<file path="config.mk">
export PLATFORM = sky130hd
export DESIGN_NAME = four_bit_full_adder
export DESIGN_NICKNAME = d
export VERILOG_FILES = /design/src/rtl/four_bit_full_adder.sv
export SDC_FILE = /design/constraint.sdc
export NUM_CORES = 1
export LEC_CHECK = 0
export CAP_MARGIN = 20
export CORE_AREA = 2 2 39 41
export DETAILED_ROUTE_END_ITERATION = 10
export DIE_AREA = 0 0 41 43
export GPL_TIMING_DRIVEN = 0
export PLACE_DENSITY = 0.63
export SYNTH_ARGS = -nofsm -noshare
export SYNTH_HDL_FRONTEND = slang
export SYNTH_SLANG_ARGS = --single-unit
</file>
<file path="constraint.sdc">
create_clock -name clk -period 5.23 [get_ports clk]
set_clock_uncertainty 0.05 [all_clocks]
set_input_delay 1.046 -clock clk [delete_from_list [all_inputs] [get_ports clk]]
set_output_delay 1.046 -clock clk [all_outputs]
set_load 0.02 [all_outputs]
</file>
<file path="src/rtl/four_bit_full_adder.sv">
// Registered ripple-carry adder: WIDTH full-adder cells feed one output register stage
// that also holds the carry-out, signed overflow and zero flags with a valid strobe.
module four_bit_full_adder #(
  parameter int WIDTH = 4
) (
  input  logic             clk,
  input  logic             rst,
  output logic [WIDTH-1:0] sum,
  output logic             cout,
  input  logic [WIDTH-1:0] a,
  input  logic [WIDTH-1:0] b,
  input  logic             cin,
  input  logic             in_valid,
  output logic             out_valid,
  output logic             overflow,
  output logic             zero
);

  logic [WIDTH:0]   w_carry;
  logic [WIDTH-1:0] w_sum;

  logic [WIDTH-1:0] r_sum;
  logic             r_cout;
  logic             r_overflow;
  logic             r_zero;
  logic             r_valid;

  assign w_carry[0] = cin;

  for (genvar i = 0; i < WIDTH; i++) begin : g_cell
    assign w_sum[i]       = a[i] ^ b[i] ^ w_carry[i];
    assign w_carry[i + 1] = (a[i] & b[i]) | (w_carry[i] & (a[i] ^ b[i]));
  end

  always_ff @(posedge clk) begin
    // NOTE: non-blocking assignments so every register samples pre-edge values.
    if (rst) begin
      r_sum      <= '0;
      r_cout     <= 1'b0;
      r_overflow <= 1'b0;
      r_zero     <= 1'b0;
      r_valid    <= 1'b0;
    end else begin
      r_valid <= in_valid;
      // Without a new operand the result registers keep the last answer.
      if (in_valid) begin
        r_sum      <= w_sum;
        r_cout     <= w_carry[WIDTH];
        r_overflow <= w_carry[WIDTH] ^ w_carry[WIDTH-1];
        r_zero     <= (w_sum == '0);
      end
    end
  end

  assign sum       = r_sum;
  assign cout      = r_cout;
  assign overflow  = r_overflow;
  assign zero      = r_zero;
  assign out_valid = r_valid;

endmodule

</file>
; ---- Word level (Yosys, flattened, before mapping)
; Cells that the tools add are included.
[word_totals]
word_cells = 27
reg_bits = 8
output_inout_bits = 8
[op_classes]
n_bitwise = 21
reduce_logical = 1
[op_table]
columns = cell, count
row1 = bitwise XOR 1 bit, 9
row2 = AND 1 bit, 8
row3 = logical NOT 4 bit, 1
row4 = bitwise OR 1 bit, 4

; ---- Depth between registers and ports, before layout
[depth]
depth_word = 10
depth_mapped = 7
ltp_nobuf = 7

; ---- Worst setup path after synthesis
; No wires, ideal clock.
[synth_path]
path_kind = in2reg
startpoint = input port a[0]
endpoint = register r_zero, in the netlist zero
arrival_ns = 2.987
required_ns = 5.053
setup_time_ns = 0.127
cell_stages = 7
slack_ns = 2.066
path_cell_list = fa_1 fa_1 fa_1 inv_1 fa_1 or4b_4 o22ai_2
[synth_via]
elab_chain_len = 9
[synth_lines]
columns = element, line_no
row1 = from (decl), 10  ; input logic [WIDTH-1:0] a,
row2 = bitwise XOR 1 bit, "31, 32"
row3 = AND 1 bit, 32  ; assign w_carry[i + 1] = (a[i] & b[i]) | (w_carry[i] & (a[i] ^ b[i]));
row4 = bitwise OR 1 bit, 32
row5 = AND 1 bit, 32
row6 = bitwise OR 1 bit, 32
row7 = AND 1 bit, 32
row8 = bitwise OR 1 bit, 32
row9 = bitwise XOR 1 bit, 31  ; assign w_sum[i] = a[i] ^ b[i] ^ w_carry[i];
row10 = logical NOT 4 bit *, 50  ; r_zero <= (w_sum == '0);
row11 = to (signal assigned), 50
row12 = to (decl), 25  ; logic r_zero;
; Every way passes the cells marked *; elsewhere a longest branch is shown, timed or not.
; A chain may end at the register's enable or synchronous reset.

; ---- Worst setup path in the final report
; Ends and elaborated chain as after synthesis.

==> run_results.csv <==
group,metric,value,unit
status,status,"finished clean",
cts,cts_root_buf,"clkbuf_4",
cts,numCtsBuffers,3,
grt,grt_pass1_wl,1.14,mm
floorplan,fp.dieH,43,um
synth,synth-seq-cells,8,
floorplan,die-width,41,um
floorplan,core,1380,um^2
synth,syn_nets,51,
drt,drtAntennaViolNets,0,
placement,placedCellCount,68,
cells_and_area,mostFrequentLayoutCells,"clkdlybuf4s50_1, dfxtp_1, nor2_1, inv_1, fa_1",
cts,cts_resized,0,
timing,tightestPinTransition,0.370,ns
grt,met1_usage,11.8,%
synth,synth_top_cell_by_area,"dfxtp_1",
timing,setup_tns,0,ns
cts,cts_setup_buffers,0,
grt,grt_pass1_vias,298,
grt,grt_max_degree,11,
timing,setup_viol,0,
critical_path,critPathRequiredTime,5.31,ns
grt,met2_usage,14.1,%
timing,timing.hold.ws,0.437,ns
drt,drc_errors,0,
synth,avgSynthCellArea,11.1,um^2
cells_and_area,finalNetCount,73,
synth,synth_top_area_share,41.3,%
drt,wire_per_inst,9.66,um
grt,grt_overflow_total,0,
timing,slew_violations,0,
cells_and_area,final_common_cell,"clkdlybuf4s50_1",
synth,ys_seq_area_share,41.3,%
drt,drt_iter0_drc,2,
synth,synth_cell_type_count,13,
drt,vias,305,
critical_path,crit_buf_inv,2,
synth,syn_area,388,um^2
critical_path,crit_fanout,2,
drt,routed_wirelength,686,um
cts,cts_tree,"built",
grt,top_usage_layer,"met2",
pwr,peakVddDrop,98.8,uV
critical_path,crit_family,"adder cells",
hold_path,hp-class,"flop to flop",
cells_and_area,drive_gt1_share,10.9,%
placement,gp_congestion,0.601,
synth,netlist_instances,35,
cts,clock_sinks,8,
floorplan,initial_utilization,28.0,%
timing,rsz0062_at_grt,"no",
grt,grtUsageTotal,9.71,%
cells_and_area,nFillCells,145,
cts,cts-hold-fix-buffers,0,
cts,htree_levels,1,
cts,clkLatencyLatePin,0.25,ns
cells_and_area,n_antenna_cell,0,
critical_path,worstSetupStartpointType,"input pin",
critical_path,crit_cells,8,
timing,hold_viol_final,0,
cells_and_area,area_delta_synth_final,54.8,%
cts,path_clk_slew,0.06,ns
synth,yosys_warnings,0,
pwr,p_leak,0.247,nW
hold_path,hold_depth,2,
critical_path,ff2ff_path_depth,2,
placement,io_buffers,17,
timing,relSlewSlack,75.3,%
critical_path,cp_cell_sequence,"clkdlybuf4s50_1, fa_1, fa_1, fa_1, inv_1, fa_1, or4b_4, o22ai_2",
timing,finalCritPeriodShare,65.7,%
grt,grtUsageMet3,3.14,%
critical_path,crit_path_max_incr_delay,0.44,ns
floorplan,rows,14,
synth,synth_area_leaders,"dfxtp_1, fa_1, mux2i_1, nand2b_1, nor2_1",
grt,antenna_found_initial,0,
drt,viasPerCell,4.30,
timing,clock.fmax,0.291,GHz
timing,post-route-min-period,3.43,ns
pwr,powerDensity,270,nW/um^2
critical_path,crit_slowest_cell,"clkdlybuf4s50_1",
drt,drt_pass1_iterations,2,
floorplan,fp.dieArea,1760,um^2
cts,cts_buffer_depth,2,
floorplan,ios,20,
critical_path,cp_common_cell,"fa_1",
job,timing.max_cap.violations,0,
cells_and_area,fin_cells,71,
critical_path,worst_setup_path_end_kind,"flop",
critical_path,crit_type,"input pin to flop",
critical_path,worstPathArrival,3.51,ns
==> metrics by stage <==
stage	util [%]	power [mW]	setup WS, ns	instance area, um^2
2_1_floorplan	-	0.0950	2.07	388
3_3_place_gp	41.8	0.116	1.53	578
3_5_place_dp	41.8	0.117	1.52	578
4_1_cts	43.4	0.164	1.78	601
5_1_grt	43.4	0.173	1.70	601
6_report	43.4	0.162	1.80	601
==> final timing paths <==
path	from	end	slack (ns)
worst max-delay path	a[0]	zero	1.80
worst min-delay path	cout	cout	0.44
worst max register to register	sum[2]	sum[2]	4.57
worst min register to register	cout	cout	0.44
==> cell usage after synthesis <==
cell / n
nand2b_1: 3
dfxtp_1: 8
inv_1: 4
a211oi_1: 2
o22ai_2: 1
buf_2: 1
xor2_1: 1
nor2_1: 5
mux2i_1: 3
fa_1: 4
clkbuf_1: 1
or4b_4: 1
o22ai_1: 1
==> worst min-delay path: stages, from the launching register on <==
cell and delay, ns:
dfxtp_1 0.30, nor2_1 0.09, a211oi_1 0.05
==> cells by family after synthesis <==
group	after synthesis	synth area share, %
compound gates	4	8.71
xor+xnor	1	2.26
fa+ha+maj	4	20.6
buf+inv	6	6.13
flops	8	41.3
mux	3	7.74
simple gates	9	13.2
==> per-layer routing <==
layer / up-vias / share of wire (%)
met5: - / 0
li1: 153 / -
met3: 0 / 9.5
met1: 138 / 43
met2: 14 / 47
met4: 0 / 0
==> report_power, final <==
part           internal [mW]  switching [mW]  total, mW
clock                 0.0263          0.0210     0.0473
sequential            0.0663         0.00249     0.0688
combinational         0.0254          0.0208     0.0462
==> flip-flops by register name, summed over array words and instances, names as in the netlist <==
| name | count |
|---|---|
| cout | 1 |
| out_valid | 1 |
| overflow | 1 |
| sum | 4 |
| zero | 1 |
==> cell type report <==
type                       instances  area, um^2  share of cell area [%]
sequential                         8         160                    26.7
buffer                             2        8.76                    1.46
tap                               16        20.0                    3.33
timing repair buffer              17         170                    28.3
multi-input combinational         21         204                    34.0
clock buffer                       3        22.5                    3.75
inverter                           4        15.0                    2.50
Note: power is estimated with default switching activity, not from simulation.
